## src/rtl/controlpa20_if.sv

```systemverilog
// Control bundle between controlpa20 and the filtropa20 datapath / sample-strobe logic.
// Optional overrun flag exists only when CTRL_PA20_OVERRUN_EN is defined.
interface controlpa20_if;
    // start is a one-cycle strobe, accepted only while busy is low; done pulses once per accepted start.
    logic       start;
    logic       en1;
    logic       en2;
    logic       en3;
    logic       en4;
    logic       en5;
    logic       en6;
    logic       en7;
    logic [2:0] selmuxS;
    logic [1:0] selmuxC;
    logic [2:0] selmuxZ;
    logic       busy;
    logic       done;
`ifdef CTRL_PA20_OVERRUN_EN
    logic       overrun;
`endif

    modport master (
        input  start,
        output en1, en2, en3, en4, en5, en6, en7,
        output selmuxS, selmuxC, selmuxZ,
`ifdef CTRL_PA20_OVERRUN_EN
        output overrun,
`endif
        output busy, done
    );

    modport slave (
        output start,
        input  en1, en2, en3, en4, en5, en6, en7,
        input  selmuxS, selmuxC, selmuxZ,
`ifdef CTRL_PA20_OVERRUN_EN
        input  overrun,
`endif
        input  busy, done
    );
endinterface

```

## src/rtl/controlpa20.sv

```systemverilog
// Five-step MAC sequencer for the filtropa20 biquad datapath (Moore FSM).
// Define CTRL_PA20_OVERRUN_EN to add the sticky overrun flag.
module controlpa20 (
    input  logic             clk,
    input  logic             reset,
    controlpa20_if.master    bus,
    output logic [2:0]       state_o
);

    typedef enum logic [2:0] {
        IDLE  = 3'd0,
        MAC1  = 3'd1,
        MAC2  = 3'd2,
        MAC3  = 3'd3,
        MAC4  = 3'd4,
        SHIFT = 3'd5,
        DONE  = 3'd6
    } state_t;

    state_t     state_q;
    state_t     state_d;
    logic [6:0] en;
    logic [2:0] sel_s;
    logic [1:0] sel_c;
    logic [2:0] sel_z;
    logic       busy;
    logic       done;

    always_ff @(posedge clk or negedge reset) begin
        if (!reset) begin
            state_q <= IDLE;
        end else begin
            state_q <= state_d;
        end
    end

    always_comb begin
        state_d = IDLE;
        case (state_q)
            IDLE:    state_d = bus.start ? MAC1 : IDLE;
            MAC1:    state_d = MAC2;
            MAC2:    state_d = MAC3;
            MAC3:    state_d = MAC4;
            MAC4:    state_d = SHIFT;
            SHIFT:   state_d = DONE;
            DONE:    state_d = IDLE;
            default: state_d = IDLE;
        endcase
    end

    // en[0] is en1 (Y(k)) ... en[6] is en7 (acum3); the unused encoding falls to all-zero.
    always_comb begin
        en    = 7'b0;
        sel_s = 3'd0;
        sel_c = 2'd0;
        sel_z = 3'd0;
        busy  = 1'b0;
        done  = 1'b0;
        case (state_q)
            MAC1: begin
                en[4] = 1'b1;
                sel_s = 3'd1;
                sel_c = 2'd0;
                sel_z = 3'd1;
                busy  = 1'b1;
            end
            MAC2: begin
                en[1] = 1'b1;
                en[5] = 1'b1;
                sel_s = 3'd2;
                sel_c = 2'd1;
                sel_z = 3'd2;
                busy  = 1'b1;
            end
            MAC3: begin
                en[6] = 1'b1;
                sel_s = 3'd0;
                sel_c = 2'd2;
                sel_z = 3'd0;
                busy  = 1'b1;
            end
            MAC4: begin
                en[0] = 1'b1;
                sel_s = 3'd2;
                sel_c = 2'd3;
                sel_z = 3'd4;
                busy  = 1'b1;
            end
            SHIFT: begin
                en[2] = 1'b1;
                en[3] = 1'b1;
                busy  = 1'b1;
            end
            DONE: begin
                busy = 1'b1;
                done = 1'b1;
            end
            default: begin
                en = 7'b0;
            end
        endcase
    end

`ifdef CTRL_PA20_OVERRUN_EN
    logic overrun_q;

    // A strobe while a sample is in flight is dropped, but remembered until reset.
    always_ff @(posedge clk or negedge reset) begin
        if (!reset) begin
            overrun_q <= 1'b0;
        end else if (bus.start && (state_q != IDLE)) begin
            overrun_q <= 1'b1;
        end
    end

    assign bus.overrun = overrun_q;
`endif

    assign bus.en1     = en[0];
    assign bus.en2     = en[1];
    assign bus.en3     = en[2];
    assign bus.en4     = en[3];
    assign bus.en5     = en[4];
    assign bus.en6     = en[5];
    assign bus.en7     = en[6];
    assign bus.selmuxS = sel_s;
    assign bus.selmuxC = sel_c;
    assign bus.selmuxZ = sel_z;
    assign bus.busy    = busy;
    assign bus.done    = done;
    assign state_o     = state_q;

endmodule

```

## src/flat_wrapper.sv

```systemverilog
// flat-port wrapper written by rule: the top's interface ports become plain ports
module controlpa20_flat 
  (clk, reset, state_o, bus_start, bus_en1, bus_en2, bus_en3, bus_en4, bus_en5, bus_en6, bus_en7, bus_selmuxS, bus_selmuxC, bus_selmuxZ, bus_busy, bus_done);
  controlpa20_if bus_i ();
  input  logic clk;
  input  logic reset;
  output logic [2:0] state_o;
  input wire logic [$bits(bus_i.start)-1:0] bus_start;
  output wire logic [$bits(bus_i.en1)-1:0] bus_en1;
  output wire logic [$bits(bus_i.en2)-1:0] bus_en2;
  output wire logic [$bits(bus_i.en3)-1:0] bus_en3;
  output wire logic [$bits(bus_i.en4)-1:0] bus_en4;
  output wire logic [$bits(bus_i.en5)-1:0] bus_en5;
  output wire logic [$bits(bus_i.en6)-1:0] bus_en6;
  output wire logic [$bits(bus_i.en7)-1:0] bus_en7;
  output wire logic [$bits(bus_i.selmuxS)-1:0] bus_selmuxS;
  output wire logic [$bits(bus_i.selmuxC)-1:0] bus_selmuxC;
  output wire logic [$bits(bus_i.selmuxZ)-1:0] bus_selmuxZ;
  output wire logic [$bits(bus_i.busy)-1:0] bus_busy;
  output wire logic [$bits(bus_i.done)-1:0] bus_done;
  assign bus_i.start = bus_start;
  assign bus_en1 = bus_i.en1;
  assign bus_en2 = bus_i.en2;
  assign bus_en3 = bus_i.en3;
  assign bus_en4 = bus_i.en4;
  assign bus_en5 = bus_i.en5;
  assign bus_en6 = bus_i.en6;
  assign bus_en7 = bus_i.en7;
  assign bus_selmuxS = bus_i.selmuxS;
  assign bus_selmuxC = bus_i.selmuxC;
  assign bus_selmuxZ = bus_i.selmuxZ;
  assign bus_busy = bus_i.busy;
  assign bus_done = bus_i.done;
  controlpa20 u_core (.clk(clk), .reset(reset), .bus(bus_i), .state_o(state_o));
endmodule
```

## config.mk

```make
export PLATFORM = sky130hd
export DESIGN_NAME = controlpa20_flat
export DESIGN_NICKNAME = d
export VERILOG_FILES = /design/src/rtl/controlpa20_if.sv /design/src/rtl/controlpa20.sv /design/src/flat_wrapper.sv
export SDC_FILE = /design/constraint.sdc
export NUM_CORES = 1
export LEC_CHECK = 0
export CORE_AREA = 3 3 40 42
export CTS_BUF_LIST = sky130_fd_sc_hd__clkbuf_8
export DETAILED_ROUTE_END_ITERATION = 12
export DIE_AREA = 0 0 43 45
export SLEW_MARGIN = 20
export SYNTH_ARGS = -nofsm -noshare
export SYNTH_HDL_FRONTEND = slang
export SYNTH_SLANG_ARGS = --single-unit
```

## constraint.sdc

```tcl
create_clock -name clk -period 1.27 [get_ports clk]
set_input_delay 0.127 -clock clk [delete_from_list [all_inputs] [get_ports clk]]
set_output_delay 0.127 -clock clk [all_outputs]
set_load 0.02 [all_outputs]
```

==> qor.csv <==
metric,value,unit
vias in the first global route,336,
final instance area,684,um2
status,finished with violations,
Tcrit/Tclk final,104,%
Hold WC Path Type,input port to async pin,
power share of the clock group,11.6,%
Worst VDD drop,1.69,mV
die width,43,um
wire length per cell,11.3,um
switch share,44.6,%
worst clock skew,0.00433,ns
clock root buffer,clkbuf_8,
setup TNS,-0.189,ns
max reg flops,3,
DRC Markers,0,
Clock Path Buffers,2,
num rows,13,
gr usage total,9.92,%
CTS tree,built,
type of origin of the critical path,flop,
clock period minus worst slack,1.32,ns
Highest Clock Rate,758,MHz
crit path DAT,1.19,ns
register area share after synthesis,27.0,%
Post-CTS Hold Buffers,0,
RSZ-0062 raised after global routing,true,
final max-slew violation count,0,
Flop pwr share,9.7,%
Switch Pwr,1040,uW
final setup vio count,8,
"commonest non-fill, non-tap cell in the layout",buf_4,
Yosys warnings,0,
core area,1280,um2
router iterations before antenna repair,3,
initial drt markers,2,
syn_nets,39,
antenna violations before repair,0,
area grow syn2layout,146,%
cell area after synthesis,278,um2
nets,74,
placer congestion estimate,0.766,
Syn Area/Cell,7.72,um2
via count,355,
Comb power frac,78.7,%
Internal Pwr Total,1290,uW
failing checks,setup timing,
highest-count cells in the layout ignoring fill and taps,"buf_4, buf_6, nor2_4",
critical path endpoint category,output port,
Vias per Instance,4.18,
Top Ports,23,
fin worst setup slack,-0.0500,ns
number of buffers created by CTS,3,
clk sinks,3,
share of cells above drive strength 1,78.6,%
Post-DRT Antenna Nets,0,
I/O Buffers,21,
GRT Residual Overflow,0,
DIE AREA,1940,um2
Layout Utilization,53.3,%
clk_lat worst skew,0.22,ns
Power Density,3390,nW/um2
fillers,129,
"wirelength, routed",963,um
Diodes inserted,0,
CTS HTree Levels,1,
register bit total from synthesis,3,
Tot Pwr,2320,uW
Syn Inst Count,36,
placed instance area,523,um2
Initial Util,21.6,%
Max Cap Viol,0,
clk slew on worst S/H paths,0.03,ns
post-DP HPWL,540,um
Die Ht,45,um
largest net degree at the start of global routing,10,
library cells used by synthesis,17,
worst-path maximum fanout,5,
required time of the critical path,1.14,ns
final hold vios,0,
WS Path Type,flop to output port,
leakage power,0.000352,uW
wire length of the first global-routing pass,1.37,mm
==> synthesized netlist by cell type, drive strengths merged <==
cell type	instances	area (um2)
buf	8	61.3
nor2	7	26.3
nand2b	4	32.5
dfrtp	3	75.1
a21oi	2	10.0
and3	2	12.5
inv	2	7.51
nor3	2	15.0
o21ai	2	10.0
a211oi	1	12.5
conb	1	3.75
nand2	1	3.75
nand3b	1	7.51
==> metal layers <==
layer / vias to the layer above / routed length (um) / GRT usage [%]
met1: 160 / 399 / 9.90
met4: 0 / 17 / 10.8
li1: 176 / - / -
met2: 17 / 478 / 16.8
met3: 2 / 68 / 1.59
met5: - / 0 / 0
==> critical path, stage by stage (launching register included) <==
cell     delay, ns
dfrtp_2       0.42
buf_6         0.14
and3_4        0.17
nor2_4        0.12
buf_6         0.13
==> through the flow <==
step                      instances  hold slack, ns  setup WS (ns)
after global routing             85          0.0943        -0.0934
final                            85          0.0909        -0.0500
after global placement           72           0.318         -0.331
after CTS                        82          0.0907         -0.163
after floorplan                  36          -0.169       -0.00867
after detailed placement         72           0.323         -0.324
==> kinds of logic after synthesis <==
family	Yosys count	synth area share (%)
and+or+nand+nor	17	35.1
buffers and inverters	10	24.8
AOI/OAI and AO/OA	5	11.7
DFF	3	27.0
other	1	1.35
==> power by group through the flow <==
| stage | Combinational (uW) | Clock, uW | Sequential [uW] |
|---|---|---|---|
| after floorplan | 804 | 0 | 243 |
| after global placement | 1400 | 0 | 251 |
| after detailed placement | 1400 | 0 | 254 |
| after CTS | 1470 | 277 | 223 |
| after global routing | 1930 | 284 | 238 |
| final | 1830 | 270 | 225 |
==> cell type report <==
type                    count  area [um2]  share of cell area (%)
repair buffers             38         327                    47.7
multi-input cells          23         208                    30.3
flip-flops and latches      3        78.8                    11.5
clock buffers               3        41.3                    6.03
well taps                  15        18.8                    2.74
inverters                   2        7.51                    1.10
clock inverters             1        3.75                   0.548
==> final timing paths <==
check	start	slack, ns	cells past startpoint	end
hold / removal	reset	0.09	1	u_core.state_o[0]
setup / recovery	u_core.state_o[1]	-0.05	4	bus_busy
hold reg to reg	u_core.state_o[0]	0.72	3	u_core.state_o[0]
max in group asynchronous	reset	1.02	1	u_core.state_o[2]
setup reg to reg	u_core.state_o[2]	0.16	4	u_core.state_o[0]
min in group clk	bus_start	0.58	3	u_core.state_o[0]
==> what timing repair did <==
item | CTS | global route
buffers inserted | 6 | 3
resized for setup | 77 | 33
pin swaps | 3 | 4
setup endpoints to repair | 19 | 14
Power figures use the tool's default switching activity.
